--- config.mk ---
export PLATFORM = sky130hd
export DESIGN_NAME = otter_iobus_timer_flat
export DESIGN_NICKNAME = d
export VERILOG_FILES = /design/src/rtl/otter_tmr_pkg.sv /design/src/rtl/otter_iobus_timer_if.sv /design/src/rtl/tmr_prescaler.sv /design/src/rtl/otter_iobus_timer.sv /design/src/flat_wrapper.sv
export SDC_FILE = /design/constraint.sdc
export NUM_CORES = 1
export LEC_CHECK = 0
export CAP_MARGIN = 40
export CORE_MARGIN = 2
export CORE_UTILIZATION = 43
export CTS_CLUSTER_DIAMETER = 60
export CTS_CLUSTER_SIZE = 30
export DETAILED_ROUTE_END_ITERATION = 10
export GPL_TIMING_DRIVEN = 0
export HOLD_SLACK_MARGIN = 0.03
export MAX_ROUTING_LAYER = met4
export PLACE_DENSITY = 0.68
export SLEW_MARGIN = 10
export SYNTH_ARGS = -nofsm -noshare
export SYNTH_HDL_FRONTEND = slang
export SYNTH_HIERARCHICAL = 1
export SYNTH_SLANG_ARGS = --single-unit
--- constraint.sdc ---
create_clock -name CLOCK -period 3.7 [get_ports CLOCK]
set_clock_uncertainty 0.2 [all_clocks]
set_input_delay 0.555 -clock CLOCK [delete_from_list [all_inputs] [get_ports CLOCK]]
set_output_delay 0.555 -clock CLOCK [all_outputs]
set_load 0.01 [all_outputs]
--- src/rtl/otter_tmr_pkg.sv ---
// Shared definitions for the OTTER IOBUS countdown timer: register offsets,
// CTRL field positions and the timer FSM state type.
package otter_tmr_pkg;

  // Byte offsets inside the 32-byte register window
  localparam logic [4:0] OFS_CTRL   = 5'h00;
  localparam logic [4:0] OFS_LOAD   = 5'h04;
  localparam logic [4:0] OFS_COUNT  = 5'h08;
  localparam logic [4:0] OFS_STATUS = 5'h0C;
  localparam logic [4:0] OFS_CMP    = 5'h10;

  // CTRL bit positions; PRESCALE occupies PRESCALE_W bits from CTRL_PRESCALE_LSB
  localparam int CTRL_EN           = 0;
  localparam int CTRL_AUTO_RELOAD  = 1;
  localparam int CTRL_IRQ_EN       = 2;
  localparam int CTRL_PRESCALE_LSB = 8;

  localparam int STATUS_EXPIRED = 0;

  typedef enum logic {
    IDLE = 1'b0,
    RUN  = 1'b1
  } tmr_state_t;

endpackage

--- src/rtl/otter_iobus_timer_if.sv ---
// OTTER memory-stage IOBUS as seen by one responder: address, write data and
// write strobe from the CPU, combinational read data back to it.
interface otter_iobus_timer_if;

  logic [31:0] IOBUS_ADDR;
  logic [31:0] IOBUS_OUT;
  logic        IOBUS_WR;
  logic [31:0] IOBUS_IN;

  modport master (
    output IOBUS_ADDR,
    output IOBUS_OUT,
    output IOBUS_WR,
    input  IOBUS_IN
  );

  modport slave (
    input  IOBUS_ADDR,
    input  IOBUS_OUT,
    input  IOBUS_WR,
    output IOBUS_IN
  );

endinterface

--- src/rtl/tmr_prescaler.sv ---
// Prescale counter for the OTTER timer: counts while running and emits a
// one-cycle tick every (prescale+1) cycles; clear restarts the period.
module tmr_prescaler #(
  parameter int PRESCALE_W = 8
) (
  input  logic                  CLOCK,
  input  logic                  RESET,
  input  logic                  run,
  input  logic                  clear,
  input  logic [PRESCALE_W-1:0] prescale,
  output logic                  tick
);

  logic [PRESCALE_W-1:0] cnt_r;

  // >= rather than == so lowering PRESCALE mid-period cannot strand the counter
  assign tick = run & ~clear & (cnt_r >= prescale);

  // Prescale counter: cleared on restart, wraps on tick, holds while stopped
  always_ff @(posedge CLOCK or negedge RESET) begin
    if (!RESET) begin
      cnt_r <= {PRESCALE_W{1'b0}};
    end else if (clear || tick) begin
      cnt_r <= {PRESCALE_W{1'b0}};
    end else if (run) begin
      cnt_r <= cnt_r + {{(PRESCALE_W-1){1'b0}}, 1'b1};
    end else begin
      cnt_r <= cnt_r;
    end
  end

endmodule

--- src/rtl/otter_iobus_timer.sv ---
// Memory-mapped countdown timer on the OTTER IOBUS with one-shot/auto-reload
// modes and an interrupt. Define OTTER_TMR_PWM_EN to add the CMP register and PWM_OUT.
module otter_iobus_timer
  import otter_tmr_pkg::*;
#(
  parameter logic [31:0] BASE_ADDR  = 32'h1100_0100,
  parameter int          PRESCALE_W = 8,
  parameter int          COUNT_W    = 32
) (
  input  logic                 CLOCK,
  input  logic                 RESET,
  otter_iobus_timer_if.slave   iobus,
  output logic                 INTR,
  output logic                 PWM_OUT
);

  tmr_state_t state_r;
  tmr_state_t state_nxt_s;

  logic                  en_r;
  logic                  auto_r;
  logic                  irq_en_r;
  logic [PRESCALE_W-1:0] prescale_r;
  logic [COUNT_W-1:0]    load_r;
  logic [COUNT_W-1:0]    count_r;
  logic                  expired_r;

  logic [31:0] wdata_s;
  logic [4:0]  ofs_s;
  logic        hit_s;
  logic        wr_hit_s;
  logic        ctrl_wr_s;
  logic        load_wr_s;
  logic        count_wr_s;
  logic        status_wr_s;
  logic        start_s;
  logic        run_s;
  logic        tick_s;
  logic        psc_clear_s;
  logic        expire_s;
  logic        oneshot_exp_s;
  logic [31:0] rdata_s;
  logic        unused_s;

  assign wdata_s     = iobus.IOBUS_OUT;
  assign hit_s       = (iobus.IOBUS_ADDR[31:5] == BASE_ADDR[31:5]);
  assign ofs_s       = {iobus.IOBUS_ADDR[4:2], 2'b00};
  assign wr_hit_s    = iobus.IOBUS_WR & hit_s;
  assign ctrl_wr_s   = wr_hit_s & (ofs_s == OFS_CTRL);
  assign load_wr_s   = wr_hit_s & (ofs_s == OFS_LOAD);
  assign count_wr_s  = wr_hit_s & (ofs_s == OFS_COUNT);
  assign status_wr_s = wr_hit_s & (ofs_s == OFS_STATUS);
  assign unused_s    = ^{iobus.IOBUS_ADDR[1:0], wdata_s};

  assign start_s       = ctrl_wr_s & wdata_s[CTRL_EN] & ~en_r;
  assign expire_s      = tick_s & (count_r == {COUNT_W{1'b0}});
  assign oneshot_exp_s = expire_s & ~auto_r;
  // A COUNT write restarts the prescale period and suppresses the racing tick
  assign psc_clear_s   = start_s | count_wr_s;

  tmr_prescaler #(
    .PRESCALE_W (PRESCALE_W)
  ) u_prescaler (
    .CLOCK    (CLOCK),
    .RESET    (RESET),
    .run      (run_s),
    .clear    (psc_clear_s),
    .prescale (prescale_r),
    .tick     (tick_s)
  );

  // FSM state register
  always_ff @(posedge CLOCK or negedge RESET) begin
    if (!RESET) begin
      state_r <= IDLE;
    end else begin
      state_r <= state_nxt_s;
    end
  end

  // FSM next-state: start on EN rising, stop on EN cleared or one-shot expiry
  always_comb begin
    state_nxt_s = state_r;
    case (state_r)
      IDLE: begin
        if (start_s) begin
          state_nxt_s = RUN;
        end else begin
          state_nxt_s = IDLE;
        end
      end
      RUN: begin
        if (ctrl_wr_s && !wdata_s[CTRL_EN]) begin
          state_nxt_s = IDLE;
        end else if (oneshot_exp_s) begin
          state_nxt_s = IDLE;
        end else begin
          state_nxt_s = RUN;
        end
      end
      default: state_nxt_s = IDLE;
    endcase
  end

  // FSM outputs
  always_comb begin
    run_s = 1'b0;
    case (state_r)
      IDLE:    run_s = 1'b0;
      RUN:     run_s = 1'b1;
      default: run_s = 1'b0;
    endcase
  end

  // CTRL fields; one-shot expiry clears EN so firmware sees the timer stopped
  always_ff @(posedge CLOCK or negedge RESET) begin
    if (!RESET) begin
      en_r       <= 1'b0;
      auto_r     <= 1'b0;
      irq_en_r   <= 1'b0;
      prescale_r <= {PRESCALE_W{1'b0}};
    end else begin
      if (ctrl_wr_s) begin
        auto_r     <= wdata_s[CTRL_AUTO_RELOAD];
        irq_en_r   <= wdata_s[CTRL_IRQ_EN];
        prescale_r <= wdata_s[CTRL_PRESCALE_LSB +: PRESCALE_W];
      end
      if (oneshot_exp_s) begin
        en_r <= 1'b0;
      end else if (ctrl_wr_s) begin
        en_r <= wdata_s[CTRL_EN];
      end
    end
  end

  // LOAD register; a write while running only affects the next reload
  always_ff @(posedge CLOCK or negedge RESET) begin
    if (!RESET) begin
      load_r <= {COUNT_W{1'b0}};
    end else if (load_wr_s) begin
      load_r <= wdata_s[COUNT_W-1:0];
    end
  end

  // COUNT register: firmware write beats start, start beats tick
  always_ff @(posedge CLOCK or negedge RESET) begin
    if (!RESET) begin
      count_r <= {COUNT_W{1'b0}};
    end else if (count_wr_s) begin
      count_r <= wdata_s[COUNT_W-1:0];
    end else if (start_s) begin
      count_r <= load_r;
    end else if (tick_s) begin
      if (count_r != {COUNT_W{1'b0}}) begin
        count_r <= count_r - COUNT_W'(1);
      end else if (auto_r) begin
        count_r <= load_r;
      end
    end
  end

  // Sticky EXPIRED flag; a new expiry wins over a simultaneous W1C
  always_ff @(posedge CLOCK or negedge RESET) begin
    if (!RESET) begin
      expired_r <= 1'b0;
    end else if (expire_s) begin
      expired_r <= 1'b1;
    end else if (status_wr_s && wdata_s[STATUS_EXPIRED]) begin
      expired_r <= 1'b0;
    end
  end

  assign INTR = expired_r & irq_en_r;

`ifdef OTTER_TMR_PWM_EN
  logic [COUNT_W-1:0] cmp_r;

  // Compare register for the PWM output
  always_ff @(posedge CLOCK or negedge RESET) begin
    if (!RESET) begin
      cmp_r <= {COUNT_W{1'b0}};
    end else if (wr_hit_s && (ofs_s == OFS_CMP)) begin
      cmp_r <= wdata_s[COUNT_W-1:0];
    end
  end

  assign PWM_OUT = run_s & (count_r < cmp_r);
`else
  assign PWM_OUT = 1'b0;
`endif

  // Readback mux: zero on a miss or an unmapped offset
  always_comb begin
    rdata_s = 32'h0000_0000;
    if (hit_s) begin
      case (ofs_s)
        OFS_CTRL: begin
          rdata_s[CTRL_EN]          = en_r;
          rdata_s[CTRL_AUTO_RELOAD] = auto_r;
          rdata_s[CTRL_IRQ_EN]      = irq_en_r;
          rdata_s[CTRL_PRESCALE_LSB +: PRESCALE_W] = prescale_r;
        end
        OFS_LOAD:   rdata_s[COUNT_W-1:0] = load_r;
        OFS_COUNT:  rdata_s[COUNT_W-1:0] = count_r;
        OFS_STATUS: rdata_s[STATUS_EXPIRED] = expired_r;
`ifdef OTTER_TMR_PWM_EN
        OFS_CMP:    rdata_s[COUNT_W-1:0] = cmp_r;
`endif
        default:    rdata_s = 32'h0000_0000;
      endcase
    end else begin
      rdata_s = 32'h0000_0000;
    end
  end

  assign iobus.IOBUS_IN = rdata_s;

endmodule

--- src/flat_wrapper.sv ---
// flat-port wrapper written by rule: the top's interface ports become plain ports
module otter_iobus_timer_flat import otter_tmr_pkg::*;
#(
  parameter logic [31:0] BASE_ADDR  = 32'h1100_0100,
  parameter int          PRESCALE_W = 8,
  parameter int          COUNT_W    = 32
)
  (CLOCK, RESET, INTR, PWM_OUT, iobus_IOBUS_ADDR, iobus_IOBUS_OUT, iobus_IOBUS_WR, iobus_IOBUS_IN);
  otter_iobus_timer_if iobus_i ();
  input  logic CLOCK;
  input  logic RESET;
  output logic INTR;
  output logic PWM_OUT;
  input wire logic [$bits(iobus_i.IOBUS_ADDR)-1:0] iobus_IOBUS_ADDR;
  input wire logic [$bits(iobus_i.IOBUS_OUT)-1:0] iobus_IOBUS_OUT;
  input wire logic [$bits(iobus_i.IOBUS_WR)-1:0] iobus_IOBUS_WR;
  output wire logic [$bits(iobus_i.IOBUS_IN)-1:0] iobus_IOBUS_IN;
  assign iobus_i.IOBUS_ADDR = iobus_IOBUS_ADDR;
  assign iobus_i.IOBUS_OUT = iobus_IOBUS_OUT;
  assign iobus_i.IOBUS_WR = iobus_IOBUS_WR;
  assign iobus_IOBUS_IN = iobus_i.IOBUS_IN;
  otter_iobus_timer #(.BASE_ADDR(BASE_ADDR), .PRESCALE_W(PRESCALE_W), .COUNT_W(COUNT_W)) u_core (.CLOCK(CLOCK), .RESET(RESET), .iobus(iobus_i), .INTR(INTR), .PWM_OUT(PWM_OUT));
endmodule
==> flow_summary.yaml <==
yosys:
  synth_edf_count: 0
  synthMostInstantiatedCell: "nor2_1"
  synth_nets: 658
  ys_seq_area_share_pct: 38.6
  syn_area_sq_um: 5510
  synth_cell_type_count: 59
  yosys.area.top_type: "dfrtp_1"
  synth_top_area_share_pct: 38.6
  synthTopCellsByCount: "nor2_1, dfrtp_1, mux2_2, a22oi_1, a21oi_1"
  syn_inst: 580
  synth_area_leaders: "dfrtp_1, mux2_2, nor2_1"
  async_flop_share_pct: 100
  ys_ff_latch: 85
  avgSynthCellArea_sq_um: 9.49
  synth_flop_cell: "dfrtp_1"
  yosys_warnings: 6
timing:
  final-hold-violation-count: 0
  slew_viol_final: 0
  max_freq_mhz: 276
  rsz0062_at_grt: "true"
  final.min_clock_period_ns: 3.62
  final-setup-viol-count: 0
  whs_ns: 0.337
  finalSetupTns_ns: 0
  post-route-period-util_pct: 97.8
  worst_pin_slew_ns: 0.846
  maxSlewHeadroom_pct: 42.8
floorplanning:
  chipWidth_microns: 117
  die_height_microns: 117
  die-area_sq_um: 13700
  initial_utilization_pct: 43.8
  rows: 41
  io_pins: 101
  coreArea_sq_um: 12600
pwr:
  leakage_nw: 3.47
  power_frac_seq_pct: 48.0
  peakVddDrop_uv: 207
  p_sw_share_pct: 22.2
  pwr-share-clk_pct: 45.2
  p_per_area_nw_per_um2: 272
  power.switching_uw: 430
  p_int_mw: 1.51
  combPwrFrac_pct: 6.9
final_layout:
  drive_above_1_share_pct: 17.3
  final_cells: 867
  final_cell_area_sq_um: 7130
  fin_nets: 769
  antenna_cells: 0
  area.growth.synth_to_final_pct: 29.4
routing:
  dr.pass1.iters: 5
  postRouteAntennaNets: 0
  vias_per_cell: 5.81
  route.vias.total: 5036
  routed_wl_mm: 16.1
  drt-wirelength-per-cell_microns: 18.6
  drc_errors: 0
  drtIter0Drc: 384
global_route:
  grt_pass1_wl_mm: 25.4
  met1_usage_pct: 31.9
  grt_max_degree: 61
  gr-usage-met3_pct: 3.45
  antenna_found_initial: 0
  groute.usage.overall_pct: 24.7
  overflow: 0
  grt_busiest_layer: "met2"
  grt_pass1_vias: 5024
  met2_usage_pct: 38.9
worst_setup_path:
  crit_type: "in -> reg"
  critPathRequiredTime_ns: 3.78
  critPathSlowestCell: "or4_1"
  cp_top_family: "simple AND/OR/NAND/NOR gates"
  reg2reg_setup_slack_ns: 0.26
  cp_slowest_stage_delay_ns: 0.57
  crit_cells: 12
  worst_path_most_repeated_cell: "buf_4"
  crit_fanout: 10
  worstPathCellList: "clkdlybuf4s50_1 -> nor4_2 -> nand4_1 -> or4_1 -> buf_2 -> o22ai_2 -> buf_4 -> nor2b_1 -> a21oi_2 -> buf_4 -> a221oi_1 -> nor2_1"
  r2r_cells: 8
  cp.arrival_ns: 3.70
  endpoint_kind: "flip-flop"
  path_buf_inv: 4
  critPathLaunchType: "primary input"
clock_tree:
  clock-root-buffer: "clkbuf_16"
  cts_sinks: 85
  ctsLongestPathBuffers: 2
  cts_tree: "done"
  numCtsBuffers: 9
  clk_latency_ns: 0.35
  cts-htree-levels: 3
  clk_pin_slew_worst_paths_ns: 0.06
place:
  dp_cells: 849
  port_buffers: 96
  gp_congestion: 0.899
  postPlaceCellArea_sq_um: 6710
  hpwl_mm: 11.6
flow_run:
  cap_violations: 0
run_status:
  status: "finished, final reports clean"
worst_hold_path:
  min_path_type: "reg -> reg"
  hold_path_depth: 1
==> layout by cell type, fill, tap and decap left out, types with 4 or more instances in the layout <==
cell	instances
o21ai_0	18
xnor2_1	15
a221oi_1	13
dlymetal6s2s_1	15
a22oi_1	32
clkdlybuf4s50_1	80
buf_1	4
dfrtp_1	85
xor2_1	13
clkbuf_2	5
inv_1	11
nor2b_1	7
nor3_1	12
nor4b_1	4
buf_4	10
nand2_1	21
nand2b_1	5
ha_1	11
clkbuf_16	9
nand3_1	12
mux2_2	46
mux2_4	11
nor4_1	11
buf_2	5
a21o_1	5
nand4_1	9
a21oi_1	30
mux2i_1	15
nor2_1	98
buf_6	5
clkbuf_1	15
or3_1	8
==> timing repair <==
action / 4_1_cts / 5_1_grt
pin swaps: 2 / 3
endpoints found under the setup margin: 58 / 62
setup buffers: 0 / 3
resized for setup: 17 / 30
hold buffers: 1 / 0
hold endpoints to repair: 25 / 0
==> power groups by stage <==
stage                     clock [mW]  sequential, mW  combinational (mW)
after floorplan                    0           0.947              0.0204
after CTS                      0.886           0.929               0.134
final                          0.876           0.929               0.133
after detailed placement           0           0.947               0.130
after global routing           0.922           0.929               0.144
after global placement             0           0.947               0.124
==> registers in the layout, indices dropped and copies added (netlist names) <==
signal,cells
u_core/count_r,32
u_core/load_r,32
u_core/prescale_r,8
u_core/u_prescaler/cnt_r,8
u_core/auto_r,1
u_core/en_r,1
u_core/expired_r,1
u_core/irq_en_r,1
u_core/state_r,1
==> path summary, 6_finish.rpt <==
path / startpoint / to
max: iobus_IOBUS_ADDR[18] / u_core/count_r[12]
min: u_core/load_r[29] / u_core/load_r[29]
max reg2reg: u_core/count_r[8] / u_core/count_r[31]
min reg2reg: u_core/load_r[29] / u_core/load_r[29]
max in group asynchronous: RESET / u_core/load_r[27]
min in group asynchronous: RESET / u_core/u_prescaler/cnt_r[0]
==> final cells by class <==
cell class / instances / area (sq um)
plain buffers: 40 / 230
clock buffers: 14 / 274
clock inverters: 1 / 5.00
fillers: 1087 / 5440
inverters: 11 / 41.3
multi-input cells: 443 / 3180
flip-flops and latches: 85 / 2130
well taps: 172 / 215
repair buffers: 101 / 1060
==> cell families (layout without fill, tap and decap cells) <==
logic type / after synthesis / after routing / synth area share, %
muxes: 73 / 73 / 15.5
buffers and inverters: 52 / 167 / 4.43
DFF: 85 / 85 / 38.6
other: 1 / 1 / 0.0681
and+or+nand+nor: 212 / 212 / 19.2
xor gates and xnor gates: 28 / 28 / 4.45
adders and majority gates: 11 / 11 / 2.50
AOI/OAI and AO/OA: 118 / 118 / 15.1
==> per-stage QoR <==
step / total power [mW] / worst slack [ns] / utilization [%]
after floorplan: 0.967 / 0.591 / -
after global placement: 1.07 / -1.31 / 53.2
after detailed placement: 1.08 / -0.441 / 53.4
after CTS: 1.95 / 0.0134 / 56.1
after global routing: 1.99 / -0.0195 / 56.7
final: 1.94 / 0.0829 / 56.7
==> layer usage <==
metal / wire, microns / share of wire [%]
met5: 0 / 0
met2: 7570 / 47
met1: 7120 / 44
met3: 1050 / 6.5
met4: 346 / 2.2
Note: power is estimated with default switching activity, not from simulation.
